===== src/rtl/fetch_unit.sv =====
// fetch_unit: RV32I instruction fetch stage. Drives a combinational
// instruction ROM and hands fetched words to decode over valid/ready.
//
// Ports:
//   clk, rst_n           clock, async active-low reset
//   imem_read_enable     ROM read strobe, high only on a fetch cycle
//   imem_address         ROM word index = pc[31:2]
//   imem_data            ROM data, same cycle as imem_address
//   redirect_valid/_pc   branch/jump redirect from execute
//   instr_valid/_ready   handshake towards decode
//   instr, instr_pc      fetched word and its byte address
//   halted               pc has left the populated ROM range
module fetch_unit #(
   parameter logic [31:0] RESET_PC   = 32'h0000_0000,
   parameter int unsigned IMEM_DEPTH = 32
) (
   input  logic        clk,
   input  logic        rst_n,
   output logic        imem_read_enable,
   output logic [31:0] imem_address,
   input  logic [31:0] imem_data,
   input  logic        redirect_valid,
   input  logic [31:0] redirect_pc,
   output logic        instr_valid,
   input  logic        instr_ready,
   output logic [31:0] instr,
   output logic [31:0] instr_pc,
   output logic        halted
);

   typedef enum logic [1:0] {
      S_IDLE,
      S_RUN,
      S_HALT
   } state_t;

   localparam logic [31:0] DEPTH  = 32'(IMEM_DEPTH);
   localparam logic [31:0] PC_RST = {RESET_PC[31:2], 2'b00};

   state_t      r_state;
   state_t      w_next;
   logic [31:0] r_pc;
   logic        r_instr_valid;
   logic [31:0] r_instr;
   logic [31:0] r_instr_pc;

   logic        w_in_range;
   logic        w_redirect;
   logic        w_fetch;
   logic        w_unused;

   // Redirect targets are forced word-aligned; the dropped bits are
   // intentionally ignored.
   assign w_unused   = ^redirect_pc[1:0];

   assign w_in_range = ({2'b00, r_pc[31:2]} < DEPTH);

   // A redirect seen in IDLE is ignored.
   assign w_redirect = redirect_valid && (r_state != S_IDLE);

   // Fetch only when the output slot is free or being drained.
   assign w_fetch = (r_state == S_RUN) && !redirect_valid &&
                    w_in_range &&
                    (!r_instr_valid || instr_ready);

   // State register
   always_ff @(posedge clk or negedge rst_n) begin
      if (!rst_n) begin
         r_state <= S_IDLE;
      end else begin
         r_state <= w_next;
      end
   end

   // Next-state logic
   always_comb begin
      w_next = r_state;
      unique case (r_state)
         S_IDLE: w_next = S_RUN;
         S_RUN: begin
            if (!redirect_valid && !w_in_range) begin
               w_next = S_HALT;
            end
         end
         S_HALT: begin
            if (redirect_valid) begin
               w_next = S_RUN;
            end
         end
         default: w_next = S_IDLE;
      endcase
   end

   // Output logic
   always_comb begin
      imem_read_enable = w_fetch;
      halted           = (r_state == S_HALT);
   end

   // PC and instruction output register
   always_ff @(posedge clk or negedge rst_n) begin
      if (!rst_n) begin
         r_pc          <= PC_RST;
         r_instr_valid <= 1'b0;
         r_instr       <= 32'h0;
         r_instr_pc    <= 32'h0;
      end else if (w_redirect) begin
         // Flush wins over any same-cycle accept.
         r_pc          <= {redirect_pc[31:2], 2'b00};
         r_instr_valid <= 1'b0;
      end else if (w_fetch) begin
         r_instr       <= imem_data;
         r_instr_pc    <= r_pc;
         r_instr_valid <= 1'b1;
         r_pc          <= r_pc + 32'd4;
      end else if (r_instr_valid && instr_ready) begin
         r_instr_valid <= 1'b0;
      end
   end

   assign imem_address = {2'b00, r_pc[31:2]};
   assign instr_valid  = r_instr_valid;
   assign instr        = r_instr;
   assign instr_pc     = r_instr_pc;

endmodule


===== config.mk =====
export PLATFORM = sky130hd
export DESIGN_NAME = fetch_unit
export DESIGN_NICKNAME = d
export VERILOG_FILES = /design/src/rtl/fetch_unit.sv
export SDC_FILE = /design/constraint.sdc
export NUM_CORES = 1
export LEC_CHECK = 0
export ABC_AREA = 1
export CAP_MARGIN = 20
export CELL_PAD_IN_SITES_DETAIL_PLACEMENT = 1
export CELL_PAD_IN_SITES_GLOBAL_PLACEMENT = 2
export CORE_ASPECT_RATIO = 0.75
export CORE_MARGIN = 2
export CORE_UTILIZATION = 30
export CTS_CLUSTER_SIZE = 24
export DETAILED_ROUTE_END_ITERATION = 10
export DONT_BUFFER_PORTS = 1
export GPL_TIMING_DRIVEN = 1
export PLACE_DENSITY_LB_ADDON = 0.1
export SLEW_MARGIN = 20
export SYNTH_ARGS = -nofsm -noshare
export SYNTH_HDL_FRONTEND = slang
export SYNTH_SLANG_ARGS = --single-unit

===== constraint.sdc =====
create_clock -name clk -period 2.1 [get_ports clk]
set_clock_uncertainty 0.05 [all_clocks]
set_input_delay 0.315 -clock clk [delete_from_list [all_inputs] [get_ports clk]]
set_output_delay 0.315 -clock clk [all_outputs]
set_load 0.02 [all_outputs]

==> results.toml <==
[drt]
wl_per_cell_um = 16.41
firstDrtPassIters = 4
vias_per_cell = 4.522
ant_nets = 0
route.vias.total = 2935
first_iter_violations = 100
drc_errors = 0
wl_um = 10650

[power_and_ir_drop]
irDropWorstVdd_v = 0.0004553
power_mw = 5.617
leakage_nw = 2.590
power_density_nw_per_um2 = 1231

[job]
max-cap-violations = 0

[floorplan]
io_pins = 167
coreArea_um2 = 12440
fp.dieH_um = 102.4
rows = 35
die_x_um = 135.2
start_util_pct = 31.13
die-area_um2 = 13840

[final_layout]
fill_cells = 1463
regArea_um2 = 2377
antenna_cells = 0
drive_above_1_share_pct = 11.80
fin_cells = 649
multiInputGateArea_um2 = 1254
area_growth_syn_to_layout_pct = 17.87
nets = 547
final_cell_area_um2 = 4563

[timing]
drv_slew = 0
setup_viol = 0
rsz0062_at_grt = "true"
slew_headroom_pct = 58.10
fin_ws_ps = 76.30
min_period_over_period_pct = 96.37
fmaxAchievable_mhz = 494.1
hold_viol_final = 95
hold_slack_ps = -382.8
worstMarginPinSlew_ps = 627.6
final.setup.tns_ps = 0
period_needed_ps = 2024

[critical_path]
start_kind = "register"
crit_type = "reg2out"
endpoint_kind = "primary output"
slowest_stage = "dfrtp_1"
cp_cell_sequence = "or2_1, nor2_1, nand2_1, nor2_2, nand3_4, inv_6, buf_12"
crit_fanout = 9
critPathArrivalTime_ps = 1660
required_ps = 1740
critPathMaxStageDelay_ps = 380

[cts]
cts_tree = "done"
clk_latency_ps = 340
cts.sinks = 95
clockRootBuffer = "clkbuf_16"
cts_buffers = 9
htreeDepth = 3
clkTransAtPathRegs_ps = 70
cts_buffer_depth = 2

[placement]
pre_cts_ws_ps = 143.6
postPlaceCellArea_um2 = 4203
place.gp.congestion = 0.7156
placedCellCount = 630
dp_hpwl_um = 7113
numPortBuffers = 0

[logic_synthesis]
synthDistinctLibCells = 23
synth-compound-area-share_pct = 1.131
synthesis.area_um2 = 3871
synthMuxAreaShare_pct = 0.2586
synth.avg_cell_area_um2 = 8.527
yosys.area_share.simple_pct = 28.86
yosys.area_share.xor_xnor_pct = 0.9050
yosys_warnings = 0
synth-seq-area-share_pct = 61.41
ys_ff_latch = 95
yosys.area_share.adder_pct = 0.3232
syn_inst = 454
synth_top_family_by_area = "simple AND/OR/NAND/NOR gates"

[global_route]
grt_pass1_wl_um = 16990
track_usage_pct = 16.00
antenna_found_initial = 0
grt_pass1_vias = 3219
grt_max_degree = 96
overflow = 0

[outcome]
status = "complete, but fails checks"
violations = "negative hold slack"

[worst_hold_path]
worstHoldPathType = "in2async"
## path summary, 6_finish.rpt
check	slack, ps	endpoint	startpoint	depth (start not counted)
min reg2reg	570	instr_pc[19]$_DFFE_PN0P_	instr_pc[19]$_DFFE_PN0P_	2
max in group asynchronous	2160	r_pc[7]$_DFFE_PN0P_	rst_n	0
max reg2reg	230	instr_pc[5]$_DFFE_PN0P_	r_pc[30]$_DFFE_PN0P_	9
min in group clk	40	instr[14]$_DFFE_PN0P_	imem_data[14]	2
max	80	imem_read_enable	r_pc[30]$_DFFE_PN0P_	7
min	-380	instr_pc[6]$_DFFE_PN0P_	rst_n	0
## cell usage after synthesis, drive strengths merged
master  instances  share of area [%]
nor3            1               0.13
o21ai           7               0.90
inv            39                3.8
clkbuf         10               0.97
ha              1               0.32
conb            1              0.097
nand3          33                4.4
nand2         223                 22
xor2            3               0.68
or2             1               0.16
mux2i           1               0.26
buf            12                2.3
a21oi           1               0.23
nor2           25                2.5
xnor2           1               0.23
dfrtp          95                 61
## layer usage
layer	wire [µm]	global-route usage (%)
met1	4765	20.24
met3	1042	7.341
met4	87	4.567
met2	4752	24.87
met5	0	0
## metrics by stage
stage	utilization (%)	hold WS, ps
after CTS	36.36	-400.4
after global routing	36.69	-406.0
final	36.69	-382.8
after detailed placement	33.79	-28.21
after floorplan	-	-30.59
after global placement	33.79	-27.77
## kinds of logic after synthesis
family                     after synthesis
xor gates and xnor gates                 4
adders and majority gates                1
buffers and inverters                   61
AOI/OAI and AO/OA                        8
muxes                                    1
DFF                                     95
other                                    1
and+or+nand+nor                        283
## cell usage in the layout (no fill, tap or decap), types with 2 or more instances in the layout
master        n
dfrtp_1      95
nand2_1     222
nor2_2        3
inv_2         2
buf_4        28
inv_6         2
conb_1        4
xor2_1        3
clkbuf_16    10
inv_1        36
nand3_1      32
nor2_1       21
o21ai_0       7
clkinvlp_4    3
## final cells by class
type,instances,area share (%)
Clock buffer,10,5.018
Sequential cell,95,52.10
Multi-Input combinational cell,301,27.47
Inverter,39,3.318
Clock inverter,6,0.9871
Timing Repair Buffer,32,6.553
Tap cell,166,4.552
## worst max-delay path, delay by kind of cell (launching register included)
family / cells / cell delay (ps)
flip-flops: 1 / 380
AND/OR/NAND/NOR: 5 / 680
buffers and inverters: 2 / 240
## flip-flops by register name, indices dropped and copies added, names as in the netlist
register / cells
instr_valid: 1
r_state: 2
instr_pc: 30
r_pc: 30
instr: 32
## where the power goes
group,switching [mW],internal [mW]
sequential,0.285,2.13
combinational,1.07,0.620
clock,0.704,0.807
total,2.06,3.56
## timing repair
item,CTS,global route
endpoints found under the hold margin,95,95
setup endpoints to repair,1,52
pin swaps,1,2
buffers inserted,1,0
gates cloned,1,1
gates resized for setup,2,5
(Power assumes the default switching activity.)
